<file path="src/rtl/pipe_stage_skid.sv">
// pipe_stage_skid: valid/ready pipeline stage with two-entry skid buffer, flush and stall counter
module pipe_stage_skid #(
  parameter int CTRL_W = 8,
  parameter int DATA_W = 116,
  parameter logic [CTRL_W-1:0] CTRL_BUBBLE = '0,
  parameter int CNT_W = 16
) (
  input  logic              clk,
  input  logic              rst,
  input  logic              flush,
  input  logic              in_valid,
  output logic              in_ready,
  input  logic [CTRL_W-1:0] in_ctrl,
  input  logic [DATA_W-1:0] in_data,
  output logic              out_valid,
  input  logic              out_ready,
  output logic [CTRL_W-1:0] out_ctrl,
  output logic [DATA_W-1:0] out_data,
  output logic [CNT_W-1:0]  stall_cnt,
  input  logic              stall_clr
);
  typedef enum logic [1:0] {EMPTY, ONE, FULL} state_t;
  state_t state, state_nx;
  logic [CTRL_W-1:0] main_ctrl, skid_ctrl;
  logic [DATA_W-1:0] main_data, skid_data;
  logic in_fire, out_fire, load_main_in, load_main_skid, load_skid;
  assign in_ready  = state != FULL;
  assign out_valid = state != EMPTY;
  assign out_ctrl  = out_valid ? main_ctrl : CTRL_BUBBLE;
  assign out_data  = main_data;
  assign in_fire   = in_valid & in_ready;
  assign out_fire  = out_valid & out_ready;
  // next state and entry load selects; flush kills everything including the incoming beat
  always_comb begin
    state_nx       = state;
    load_main_in   = 1'b0;
    load_main_skid = 1'b0;
    load_skid      = 1'b0;
    if (flush) state_nx = EMPTY;
    else case (state)
      EMPTY: if (in_fire) begin
        state_nx     = ONE;
        load_main_in = 1'b1;
      end
      ONE: if (in_fire && out_fire) load_main_in = 1'b1;
        else if (in_fire) begin
          state_nx  = FULL;
          load_skid = 1'b1;
        end else if (out_fire) state_nx = EMPTY;
      FULL: if (out_fire) begin
        state_nx       = ONE;
        load_main_skid = 1'b1;
      end
      default: state_nx = EMPTY;
    endcase
  end
  // occupancy state register
  always_ff @(posedge clk or negedge rst)
    if (!rst) state <= EMPTY;
    else state <= state_nx;
  // main and skid payload registers; not cleared by flush
  always_ff @(posedge clk or negedge rst)
    if (!rst) begin
      main_ctrl <= CTRL_BUBBLE;
      main_data <= '0;
      skid_ctrl <= CTRL_BUBBLE;
      skid_data <= '0;
    end else begin
      if (load_main_in) begin
        main_ctrl <= in_ctrl;
        main_data <= in_data;
      end else if (load_main_skid) begin
        main_ctrl <= skid_ctrl;
        main_data <= skid_data;
      end
      if (load_skid) begin
        skid_ctrl <= in_ctrl;
        skid_data <= in_data;
      end
    end
  // saturating count of stalled head cycles; clear wins over increment
  always_ff @(posedge clk or negedge rst)
    if (!rst) stall_cnt <= '0;
    else if (stall_clr) stall_cnt <= '0;
    else if (out_valid && !out_ready && stall_cnt != '1)
      stall_cnt <= stall_cnt + {{(CNT_W-1){1'b0}}, 1'b1};
endmodule

</file>
<file path="config.mk">
export PLATFORM = sky130hd
export DESIGN_NAME = pipe_stage_skid
export DESIGN_NICKNAME = d
export VERILOG_FILES = /design/src/rtl/pipe_stage_skid.sv
export SDC_FILE = /design/constraint.sdc
export NUM_CORES = 1
export LEC_CHECK = 0
export CAP_MARGIN = 0
export CORE_MARGIN = 5
export CORE_UTILIZATION = 50
export CTS_CLUSTER_DIAMETER = 50
export DETAILED_ROUTE_END_ITERATION = 7
export PLACE_DENSITY_LB_ADDON = 0.2
export SETUP_SLACK_MARGIN = 0.1
export SYNTH_ARGS = -nofsm -noshare
export SYNTH_HDL_FRONTEND = slang
export SYNTH_SLANG_ARGS = --single-unit
</file>
<file path="constraint.sdc">
create_clock -name clk -period 2.7 [get_ports clk]
set_input_delay 0.54 -clock clk [delete_from_list [all_inputs] [get_ports clk]]
set_output_delay 0.54 -clock clk [all_outputs]
set_load 0.03 [all_outputs]
</file>
== Yosys cells after proc, flatten, opt, wreduce, memory -nomap -nowiden ==
Cells that the tools add are included.
Storage, ports and cells
  register bits after elaboration: 266
  output and inout bits: 142
Cells by class
  add/sub/neg operators: 1
  equal/unequal tests: 8
  mux-type cells: 24
  bitwise operators: 2
  reductions and logical operators: 9
Operators with widths (number)
  $mux W116: 2
  $mux W16: 2
  $mux W8: 3
  $add A16 B1 Y16 const B: 1
  $ne A16 B16 Y1 const B: 1
  $mux W2: 6
  $mux W1: 9
  $ne A3 B3 Y1 const B: 3
  $pmux W2 S3: 1
  $reduce_bool A2 Y1: 3
  $ne A4 B4 Y1 const B: 1
  $reduce_and A4 Y1: 1
  $logic_and A1 B1 Y1: 3
  $and A1 B1 Y1: 2
  $eq A2 B1 Y1 const B: 1
  $eq A2 B2 Y1 const B: 1
  $logic_not A2 Y1: 1
  $ne A2 B2 Y1 const B: 1
  $pmux W1 S2: 1
  $logic_not A1 Y1: 1

== Logic depth before layout (Yosys ltp) ==
  depth after elaboration: 7
  depth in mapped cells: 8

== Least setup slack after synthesis ==
OpenSTA, ideal clock, no wires.
  kind: reg-to-reg
  start point: reg stall_cnt[0]
  end point: reg stall_cnt[14]
  library setup time: 0.120 ns
  arrival time: 1.987 ns
  path slack: 0.592 ns
  cell stages (with the launch flop): 6
  cell sequence: dfrtp_1 > ha_1 > nand3_1 > or4_4 > or4b_1 > o211a_1
Between the ends
  word-level cells in the longest chain between the ends: 3
  elaborated cells on any way between the ends: 6
RTL lines
  start: declaration: line 19  | output logic [CNT_W-1:0] stall_cnt,
  start signal: assignment: line 86  | stall_cnt <= stall_cnt + {{(CNT_W-1){1'b0}}, 1'b1};
  $add A16 B1 Y16 / $ne A16 B16 Y1 (equally long branches): line 86, 85
  $mux W16 / $logic_and A1 B1 Y1 (equally long branches): line 85  | else if (out_valid && !out_ready && stall_cnt != '1)
  $mux W16 / $reduce_bool A2 Y1 (equally long branches)
Several ways; a longest one is shown, not always the timed one. The select of a mux whose other input is x is not followed.
A chain may end at the register's enable or synchronous reset.

== Worst setup path in the final report ==
  start point: reg state[0]
  end point: out in_ready
Between the ends
  word-level cells in the longest chain between the ends: 1
RTL lines
  start: declaration: line 23  | state_t state, state_nx;
  start signal: assignment: line 60  | else state <= state_nx;
  $ne A2 B2 Y1: line 27  | assign in_ready = state != FULL;
  end: declaration: line 12  | output logic in_ready,
Every way passes these cells.

==> impl_metrics.tcl <==
set metrics [dict create \
    status "finished clean" \
    pwr-share-seq_pct 42.5 \
    worst_setup_path_end_kind "output pin" \
    maxSlewHeadroom_pct 56.2 \
    die_w_microns 160 \
    syn_area_per_cell_sq_um 12.2 \
    overflow 0 \
    power.leakage_nw 6.41 \
    clk_latency_ns 0.49 \
    p_sw_share_pct 28.4 \
    cellInternalPower_mw 9.02 \
    drt_first_iter_violations 391 \
    start_util_pct 50.2 \
    cts_made_buffers 34 \
    synthFlopType "dfrtp_1" \
    p_comb_share_pct 22.2 \
    clkPwrFrac_pct 35.4 \
    dpl.hpwl_mm 18.1 \
    core_area_sq_um 22400 \
    drive_gt1_share_pct 13.0 \
    postRouteAntennaNets 0 \
    clockBufferDepth 3 \
    io_pins 272 \
    final_common_cell "dfrtp_1" \
    synth_edf_count 0 \
    rsz0062_at_grt "false" \
    syn2layout_area_growth_pct 38.8 \
    crit_fanout 9 \
    setup_viol 0 \
    final_cell_mix "dfrtp_1, clkdlybuf4s50_1, a21oi_1, nor2_1, mux2i_1" \
    std_cell_rows 55 \
    ff2ff_setup_slack_ns 0.67 \
    net-switching-power_mw 3.58 \
    wl_per_cell_microns 17.8 \
    place.gp.congestion 0.807 \
    crit_required_ns 2.16 \
    startpoint_type "register" \
    final_core_util_pct 69.7 \
    grt_util_all_layers_pct 20.9 \
    synth.distinct_cells 43 \
    post-cts-setup-buffer-count 0 \
    clock_sinks 266 \
    path_clk_slew_ns 0.05 \
    worstHoldPathType "in2async" \
    cts_hold_buf 0 \
    ys_warn_count 0 \
    finClkSkew_ns 0.0128 \
    whs_ns 0.0298 \
    syn_area_sq_um 11300 \
    grt_pass1_wl_mm 44.1 \
    avgViaCountPerCell 5.30 \
    tightest_slew_ns 0.657 \
    synth-seq-cells 266 \
    h-tree-depth 2 \
    drt-pass1-iter-count 4 \
    cts_root_buf "clkbuf_16" \
    fin_ws_ns 0.276 \
    grt_max_degree 119 \
    tns_ns 0 \
    nNetsFinal 1332 \
    drc 0 \
    crit_arrival_ns 1.88 \
    slew_viol_final 0 \
    ir_worst_vdd_uv 643 \
    clock.fmax_ghz 0.413 \
    antenna_found_initial 1 \
    syn_inst 920 \
    syn-num-nets 1051 \
    p_per_area_nw_per_um2 806 \
    min_period_over_period_pct 89.8 \
    min_period_ns 2.42 \
    die_h_microns 160 \
    wl_mm 26.9 \
    numPortBuffers 271 \
    vias 8022 \
    synth-async-reset-ratio_pct 100 \
    dpl_worst_slack_ns 0.181 \
    hold_violations 0 \
    dieArea_sq_um 25600 \
    path_class "reg2out" \
    tritoncts "done" \
    grt_pass1_vias 8349 \
    ys_seq_area_share_pct 59.1 \
    drv_cap 0 \
]
==> cell type report <==
class | count | area, sq um
antenna | 2 | 5.00
inverter | 7 | 26.3
fill | 1612 | 6800
tap | 285 | 357
sequential | 266 | 6660
clock buffer | 47 | 993
multi-input combinational | 589 | 4330
timing repair buffer | 303 | 3120
clock inverter | 14 | 148
==> layer usage <==
metal	routed length (microns)	global-route usage (%)
met1	11400	27.4
met2	12500	33.1
met3	2280	6.99
met4	744	6.41
met5	0	0
==> power by group through the flow <==
stage | Combinational, mW | Sequential [mW] | Clock [mW]
CTS | 2.84 | 5.35 | 4.57
floorplan | 0.962 | 5.93 | 0
global route | 3.01 | 5.46 | 4.74
detailed placement | 2.82 | 5.40 | 0
global placement | 2.76 | 5.36 | 0
finish | 2.80 | 5.35 | 4.46
==> repair_timing <==
item | in CTS | in global routing
setup endpoints to repair | 4 | 1
pin swaps | 0 | 0
gates resized for setup | 4 | 1
cloned | 0 | 0
==> per-stage QoR <==
step / instance area [sq um] / power [mW] / std cells
floorplan: 11300 / 6.89 / 920
global placement: 14500 / 8.12 / 1450
detailed placement: 14500 / 8.23 / 1450
CTS: 15600 / 12.8 / 1511
global route: 15600 / 13.2 / 1512
finish: 15600 / 12.6 / 1513
==> sequential cells by signal, summed over array words and instances, names as in the netlist <==
signal,count
out_data,116
skid_data,116
stall_cnt,16
main_ctrl,8
skid_ctrl,8
state,2
==> cell usage after synthesis (2+ instances only) <==
cell type | count | area (sq um)
mux2i_1 | 124 | 1240
nor2b_1 | 9 | 56.3
a211oi_1 | 2 | 15.0
o311ai_1 | 2 | 17.5
o41ai_1 | 3 | 26.3
clkbuf_1 | 34 | 128
o21ai_0 | 5 | 25.0
dfrtp_1 | 266 | 6660
buf_2 | 15 | 75.1
nor3b_1 | 3 | 22.5
and4_1 | 2 | 17.5
nor2_1 | 129 | 484
or4_1 | 3 | 22.5
buf_1 | 2 | 7.51
nor3_1 | 5 | 25.0
o21bai_1 | 2 | 15.0
o31ai_1 | 4 | 30.0
buf_4 | 6 | 45.0
mux2_1 | 60 | 676
or3_1 | 4 | 25.0
nand2_1 | 7 | 26.3
nand3_1 | 6 | 30.0
mux2_2 | 64 | 721
nand4_1 | 5 | 31.3
inv_1 | 7 | 26.3
a21oi_1 | 134 | 671
==> path summary, 6_finish.rpt <==
path                                from            end  cells past startpoint
max in group asynchronous            rst   out_data[15]                      2
min in group clk           skid_data[83]  skid_data[83]                      1
setup reg to reg            stall_cnt[0]  stall_cnt[14]                      5
setup / recovery                state[0]       in_ready                      2
hold reg to reg            skid_data[83]  skid_data[83]                      1
hold / removal                       rst  out_data[104]                      1
==> kinds of logic (layout without fill, tap and decap cells) <==
| family | after synthesis | count (layout) | synth area share, % |
|---|---|---|---|
| other | 0 | 2 | 0 |
| AND/OR/NAND/NOR | 180 | 180 | 7.06 |
| buffers and inverters | 65 | 371 | 2.60 |
| AO/OA/AOI/OAI | 160 | 160 | 7.69 |
| flip-flops | 266 | 266 | 59.1 |
| multiplexers | 248 | 248 | 23.4 |
| adder cells (fa/ha/maj) | 1 | 1 | 0.111 |
==> worst max-delay path: stages (launching register included) <==
cell	delay (ns)
dfrtp_1	0.48
nand2b_1	0.21
clkdlybuf4s50_1	0.71
Power figures use the tool's default switching activity.
